==> config.mk <==
export PLATFORM = sky130hd
export DESIGN_NAME = regfile_sb
export DESIGN_NICKNAME = d
export VERILOG_FILES = /design/src/rtl/regfile_pkg.sv /design/src/rtl/regfile_scoreboard.sv /design/src/rtl/regfile_sb.sv
export SDC_FILE = /design/constraint.sdc
export NUM_CORES = 2
export LEC_CHECK = 0
export BUFFER_PORTS_ARGS = -buffer_cell sky130_fd_sc_hd__buf_4
export CAP_MARGIN = 20
export CORE_UTILIZATION = 64
export CTS_CLUSTER_SIZE = 28
export DETAILED_ROUTE_END_ITERATION = 8
export PLACE_DENSITY_LB_ADDON = 0.05
export SETUP_SLACK_MARGIN = 0.3
export SLEW_MARGIN = 30
export SYNTH_ARGS = -nofsm -noshare
export SYNTH_HDL_FRONTEND = slang
export SYNTH_SLANG_ARGS = --single-unit
==> constraint.sdc <==
create_clock -name i_clk -period 4.1 [get_ports i_clk]
set_input_delay 0.82 -clock i_clk [delete_from_list [all_inputs] [get_ports i_clk]]
set_output_delay 0.82 -clock i_clk [all_outputs]
set_load 0.03 [all_outputs]
==> src/rtl/regfile_pkg.sv <==
// Shared defaults and clear-engine state encoding for the integer register file.
// Pure declarations: no logic, no latency, no flow control.
package regfile_pkg;

  localparam int XLEN_DEF = 32;
  localparam int NREG_DEF = 32;

  typedef enum logic {
    CLR_IDLE,
    CLR_ACTIVE
  } clr_state_e;

endpackage

==> src/rtl/regfile_scoreboard.sv <==
// Pending-write bits, one per register; bit 0 is never set.
// Updates on the clock edge (visible next cycle); no backpressure, inputs arrive pre-qualified.
module regfile_scoreboard
  import regfile_pkg::*;
#(
  parameter int   NREG = NREG_DEF,
  localparam int  AW   = $clog2(NREG)
) (
  input  logic            i_clk,
  input  logic            i_reset,
  input  logic            clr_all,
  input  logic            iss_en,
  input  logic [AW-1:0]   iss_addr,
  input  logic            wb_en,
  input  logic [AW-1:0]   wb_addr,
  output logic [NREG-1:0] busy
);

  logic [NREG-1:0] busy_q;

  // Precedence: bulk clear, then issue, then writeback retire.
  always_ff @(posedge i_clk or negedge i_reset) begin
    if (!i_reset) begin
      busy_q <= '0;
    end else if (clr_all) begin
      busy_q <= '0;
    end else begin
      for (int r = 1; r < NREG; r++) begin
        if (iss_en && (iss_addr == AW'(r))) begin
          busy_q[r] <= 1'b1;
        end else if (wb_en && (wb_addr == AW'(r))) begin
          busy_q[r] <= 1'b0;
        end
      end
    end
  end

  assign busy = busy_q;

endmodule

==> src/rtl/regfile_sb.sv <==
// Multi-port RV32I register file with same-cycle write bypass, pending-write scoreboard and clear engine.
// Reads combinational, writes land next edge; no backpressure, clear ignores writeback/issue for NREG-1 cycles.
module regfile_sb
  import regfile_pkg::*;
#(
  parameter int  XLEN   = XLEN_DEF,
  parameter int  NREG   = NREG_DEF,
  parameter int  NRP    = 2,
  parameter bit  BYPASS = 1'b1,
  localparam int AW     = $clog2(NREG)
) (
  input  logic              i_clk,
  input  logic              i_reset,
  input  logic [NRP*AW-1:0] i_rs_addr,
  output logic [NRP*XLEN-1:0] o_rs_data,
  output logic [NRP-1:0]    o_rs_busy,
  input  logic [AW-1:0]     i_rd_addr,
  input  logic              i_rd_wren,
  input  logic [XLEN-1:0]   i_rd_data,
  input  logic [AW-1:0]     i_iss_addr,
  input  logic              i_iss_valid,
  input  logic              i_flush,
  input  logic              i_clear,
  output logic              o_clear_busy
);

  clr_state_e      state_q;
  logic [AW-1:0]   cnt_q;
  logic            clr_busy_q;
  logic [XLEN-1:0] mem_q [NREG];
  logic [NREG-1:0] sb_busy;

  logic idle;
  logic wb_en;
  logic iss_en;
  logic clr_start;

  assign idle      = (state_q == CLR_IDLE);
  assign wb_en     = idle && i_rd_wren && (i_rd_addr != '0);
  assign iss_en    = idle && i_iss_valid && (i_iss_addr != '0);
  assign clr_start = idle && i_clear;

  // cnt_q starts at 1 so entry 0 is never touched; it is only ever reset.
  always_ff @(posedge i_clk or negedge i_reset) begin
    if (!i_reset) begin
      state_q    <= CLR_IDLE;
      cnt_q      <= '0;
      clr_busy_q <= 1'b0;
    end else begin
      case (state_q)
        CLR_IDLE: begin
          if (i_clear) begin
            state_q    <= CLR_ACTIVE;
            cnt_q      <= AW'(1);
            clr_busy_q <= 1'b1;
          end
        end
        CLR_ACTIVE: begin
          if (cnt_q == AW'(NREG - 1)) begin
            state_q    <= CLR_IDLE;
            cnt_q      <= '0;
            clr_busy_q <= 1'b0;
          end else begin
            cnt_q <= cnt_q + AW'(1);
          end
        end
        default: begin
          state_q    <= CLR_IDLE;
          cnt_q      <= '0;
          clr_busy_q <= 1'b0;
        end
      endcase
    end
  end

  assign o_clear_busy = clr_busy_q;

  always_ff @(posedge i_clk or negedge i_reset) begin
    if (!i_reset) begin
      for (int r = 0; r < NREG; r++) begin
        mem_q[r] <= '0;
      end
    end else if (!idle) begin
      mem_q[cnt_q] <= '0;
    end else if (wb_en) begin
      mem_q[i_rd_addr] <= i_rd_data;
    end
  end

  regfile_scoreboard #(
    .NREG (NREG)
  ) u_sb (
    .i_clk    (i_clk),
    .i_reset  (i_reset),
    .clr_all  (i_flush || clr_start),
    .iss_en   (iss_en),
    .iss_addr (i_iss_addr),
    .wb_en    (wb_en),
    .wb_addr  (i_rd_addr),
    .busy     (sb_busy)
  );

  for (genvar k = 0; k < NRP; k++) begin : g_rd
    logic [AW-1:0]   ra;
    logic            rd_ok;
    logic            hit;
    logic            iss_hit;
    logic [XLEN-1:0] rd_dat;
    logic            rd_busy;

    assign ra      = i_rs_addr[k*AW +: AW];
    assign rd_ok   = idle && (ra != '0);
    assign hit     = BYPASS && wb_en && (i_rd_addr == ra);
    assign iss_hit = iss_en && (i_iss_addr == ra);

    // A retiring write clears the busy view unless the same register is re-issued this cycle.
    assign rd_dat  = rd_ok ? (hit ? i_rd_data : mem_q[ra]) : '0;
    assign rd_busy = rd_ok && sb_busy[ra] && !(hit && !iss_hit);

    assign o_rs_data[k*XLEN +: XLEN] = rd_dat;
    assign o_rs_busy[k]              = rd_busy;
  end

endmodule
== Word-level counts from Yosys, hierarchy flattened ==
Cells that the tools add are included.
Storage, ports and cells
  bits in registers: 1062
  input bits: 58
  output and inout bits: 67
  logic and storage cells: 367
Operators by class
  add/subtract/negate cells: 1
  $lt $le $gt $ge: 8
  eq/ne operators: 69
  mux-type cells: 93
  bitwise gates (word level): 7
  reductions and logical operators: 123
Operators with widths (number)
  1024-bit two-way mux: 2
  1024-bit bitwise AND: 1
  1024-bit bitwise mux: 1
  1024-bit inverter: 1
  32-bit binary-select mux with 5-bit select: 2
  32-bit demux with 5-bit select: 2
  32-bit two-way mux: 10
  5-bit equality test, second input constant: 33
  3-bit nonzero test: 31
  1-bit logical AND: 81
  5-bit by 4-bit equality test with 1-bit output, second input constant: 16
  1-bit two-way mux: 68
  5-bit by 3-bit equality test with 1-bit output, second input constant: 8
  31-bit two-way mux: 1
  6-bit greater-or-equal comparator, second input constant: 4
  5-bit inverter with 6-bit output: 4
  5-bit by 2-bit equality test with 1-bit output, second input constant: 4
  5-bit equality test: 4
  5-bit nonzero test: 4
  5-bit by 6-bit < comparator with 1-bit output, second input constant: 2
  6-bit by 1-bit < comparator with 1-bit output, second input constant: 2
  1-bit binary-select mux with 5-bit select: 2
  5-bit by 1-bit equality test with 1-bit output, second input constant: 2
  5-bit two-way mux: 2
  other kinds (10): 14

== Depth between registers and ports, before layout ==
  depth in word-level cells: 8
  depth in mapped cells: 11
  mapped depth without buffers: 5

== By module ==
A second synthesis with hierarchy kept.
Second synthesis, totals
  cell total of the unflattened synthesis: 4250
  area total of the unflattened synthesis: 56236.4 µm²
By module, submodules not included
  regfile_sb: times used 1, cells an instance 4091, area each 54741.3 µm², seq. area each 25799.7 µm²
  regfile_scoreboard: times used 1, cells an instance 159, area each 1495.2 µm², seq. area each 775.7 µm²

== Worst setup path before layout ==
Ideal clock, no wire load.
  path kind: input to output
  start: in i_rs_addr[1]
  end: out o_rs_data[10]
  arrival time: 2.672 ns
  required time: 3.280 ns
  path slack: 0.608 ns
  stages: 8
  buffers on the path: 4
  cells stage by stage: buf_2 > buf_2 > buf_2 > clkbuf_1 > mux4_2 > a22oi_1 > a21oi_1 > a221o_1
On the way
  cells in the longest elaborated chain, start to end: 6
  elaborated cells between the ends (all ways): 10
  classes of those cells: 1 x eq/ne; 5 x mux; 1 x bitwise; 3 x reduce/logical
Ends and longest elaborated chain
  start: declaration: line regfile_sb.sv:14  | input logic [NRP*AW-1:0] i_rs_addr,
  5-bit inverter with 6-bit output (implied by the code): line regfile_sb.sv:117  | assign rd_dat = rd_ok ? (hit ? i_rd_data : mem_q[ra]) : '0;
  32-bit binary-select mux with 5-bit select: line regfile_sb.sv:117
  32-bit two-way mux (implied by the code) (2 in series): line regfile_sb.sv:117
  32-bit two-way mux: line regfile_sb.sv:117
  32-bit two-way mux *: line regfile_sb.sv:117
  end: declaration: line regfile_sb.sv:15  | output logic [NRP*XLEN-1:0] o_rs_data,
Mark *: on every way between the ends. The rest lies on a longest branch, timed or not. The select of a mux whose other input is x is not followed.

== Worst setup path in the final report ==
  start: in i_rd_addr[4]
  end: out o_rs_data[59]
On the way
  cells in the longest elaborated chain, start to end: 5
  elaborated cells between the ends (all ways): 6
  classes of those cells: 1 x eq/ne; 2 x mux; 3 x reduce/logical
Ends and longest elaborated chain
  start: declaration: line regfile_sb.sv:17  | input logic [AW-1:0] i_rd_addr,
  5-bit nonzero test: line regfile_sb.sv:39  | assign wb_en = idle && i_rd_wren && (i_rd_addr != '0);
  1-bit logical AND: line regfile_sb.sv:39
  1-bit logical AND *: line regfile_sb.sv:113  | assign hit = BYPASS && wb_en && (i_rd_addr == ra);
  32-bit two-way mux * (2 in series): line regfile_sb.sv:117
Mark *: on every way between the ends. The rest lies on a longest branch, timed or not.

==> flow_summary.ini <==
[logic_synthesis]
ys_types = 54
synth_top_area_share_pct = 46.98
yosys_warnings = 0
synth-seq-cells = 1062
yosys-top-cells-area = dfrtp_1 (47%), mux4_2 (16%), a22o_1 (15%)
synth_area_leader_cell = dfrtp_1
syn_nets = 4401
synth.most_common_cell = dfrtp_1
synth_edf_count = 0
synth_area_um2 = 56560
ys_seq_area_share_pct = 46.98
syn_inst = 4338
synthArstFlopShare_pct = 100.0
synth.avg_cell_area_um2 = 13.04
ys.flop_type = dfrtp_1
synthTopCellsByCount = dfrtp_1 (1062), a22o_1 (993), mux4_2 (398)

[clock_network]
cts_root_buf = clkbuf_16
cts_tree = built
h-tree-depth = 3
cts_sinks = 1062
cts_buffer_depth = 3
numCtsBuffers = 109
cts.clk_slew.worst_paths_ps = 60
clk_latency_ps = 710
hold_buffers = 0

[layout]
area_delta_synth_final_pct = 12.88
finalInstanceArea_um2 = 63850
drive_gt1_share_pct = 25.20
layout.cells.non_filler = 5485
finalNetCount = 4304
utilization_pct = 73.26

[floorplanning]
start_util_pct = 64.90
die-height_um = 299.3
io_pins = 125
num_rows = 108
die-area_um2 = 89570
die_x_um = 299.3
core_um2 = 87160

[setup_path]
cp-end-kind = output port
reg2reg_to = mem_q[614]
cp.arrival_ps = 3070
crit_end = o_rs_data[59]
cp-start-kind = primary input
path_max_fanout = 16
reg2reg_from = state_q
critPathKind = in2out
critPathLaunch = i_rd_addr[4]
crit_required_ps = 3280
ff2ff_path_depth = 7
r2r_slack_ps = 1280

[drt]
antenna_left = 0
drtIter0Drc = 6666
wire_per_inst_um = 37.85
drt-pass1-iter-count = 8
drc_errors = 0
vias = 45193
wl_mm = 207.6
avgViaCountPerCell = 8.239

[min_path]
hp-class = in2async

[power]
switching_power_w = 0.008527
p_seq_share_pct = 42.9
comb_power_share_pct = 19.6
p_per_area_nw_per_um2 = 442.0
power_leakage_nw = 28.24
power.internal_w = 0.01969
pwr-share-clk_pct = 37.5
ir_drop_uv = 419.8
power_switching_share_pct = 30.22

[timing]
rsz0062_at_grt = yes
tns_ps = 0
setup_viol = 0
post-route-period-util_pct = 94.78
fin_crit_ps = 3886
max_freq_mhz = 257.3
fin_ws_ps = 213.9
tightest_slew_ps = 1074
hold_violations = 0
slew_headroom_pct = 28.26
finClkSkew_ps = 32.79
slew_violations = 0

[place]
place_inst = 5270
place.gp.congestion = 0.8928
place_ws_ps = 190.0
dpl_cell_area_um2 = 59580
numPortBuffers = 124
place_hpwl_mm = 118.4

[outcome]
status = complete, no violations

[flow_run]
maxCapViolCount = 0

[global_route]
grt_pass1_wl_mm = 304.1
overflow = 0
grt_pass1_vias = 45238
grt_max_degree = 125
track_usage_pct = 46.19
antenna_found_initial = 4
==> registers in the layout, indices dropped and copies added, names as in the netlist <==
register / flops
cnt_q: 5
u_sb.busy: 31
state_q: 1
o_clear_busy: 1
mem_q: 1024
==> layer usage <==
layer	global-route usage (%)	part of all wire, %	up-vias
li1	-	-	17251
met1	61.97	35	22992
met2	66.49	43	3963
met3	14.87	15	979
met4	27.11	7.6	8
met5	0	0.024	-
==> power by group through the flow <==
stage	Combinational [W]	Clock, W	Sequential, W
after detailed placement	0.00526	0	0.0122
after floorplan	0.00320	0	0.0120
after global routing	0.00569	0.0110	0.0122
after CTS	0.00529	0.0106	0.0121
final	0.00554	0.0106	0.0121
after global placement	0.00517	0	0.0122
==> repair_timing <==
item                       4_1_cts  5_1_grt
resized for setup               12       38
setup endpoints to repair       18       46
cloned                           0        7
setup buffers                    0        7
pin swaps                        1        1
==> placed cells by master, fill, tap and decap left out, types with 26 or more instances in the layout <==
cell type,count
a21oi_4,31
a31oi_1,66
a211oi_1,36
a221o_1,63
buf_4,284
and2_1,36
buf_12,63
a22oi_1,63
nor2b_1,72
nand2_1,166
a22o_1,993
dfrtp_1,1062
mux4_2,398
a21oi_1,90
a211oi_2,28
o21bai_1,66
clkbuf_16,118
nand2b_1,26
mux2i_1,260
a221oi_1,126
==> stage by stage <==
stage / total power [W] / hold WS [ps]
3_5_place_dp: 0.01748 / 496.7
5_1_grt: 0.02887 / 143.9
6_report: 0.02822 / 120.8
4_1_cts: 0.02795 / 128.5
2_1_floorplan: 0.01518 / 466.6
3_3_place_gp: 0.01736 / 483.3
==> cell families after synthesis <==
group / share of synthesized area (%)
AO/OA/AOI/OAI: 23.44
adder cells (fa/ha/maj): 0.1106
AND/OR/NAND/NOR: 3.909
XOR/XNOR: 0.3406
flip-flops: 46.98
buffers and inverters: 4.734
multiplexers: 20.49
==> worst max-delay path: stages <==
cell       delay (ps)
buf_4             170
or3_1             450
o31ai_2           220
buf_4             180
o311ai_4          120
buf_12            180
clkbuf_16         210
a21oi_1           320
a221o_1           190
buf_4             170
==> cell type report <==
class                      count  area [um^2]
multi-input combinational   2676        27970
fill                        5659        23310
clock inverter                46        628.1
clock buffer                 153         3137
tap                         1155         1445
inverter                      12        45.04
sequential                  1062        26580
timing repair buffer         380         4043
antenna                        1        2.502
==> worst min path at each step <==
stage / to / cells after the start / slack, ps / start
finish: mem_q[470] / 1 / 120 / i_reset
global route: mem_q[1017] / 1 / 140 / i_reset
floorplan: mem_q[1000] / 1 / 470 / mem_q[1000]
global placement: mem_q[1020] / 1 / 480 / mem_q[1020]
CTS: mem_q[922] / 1 / 130 / i_reset
detailed placement: mem_q[829] / 1 / 500 / mem_q[829]
Note: power is estimated with default switching activity, not from simulation.
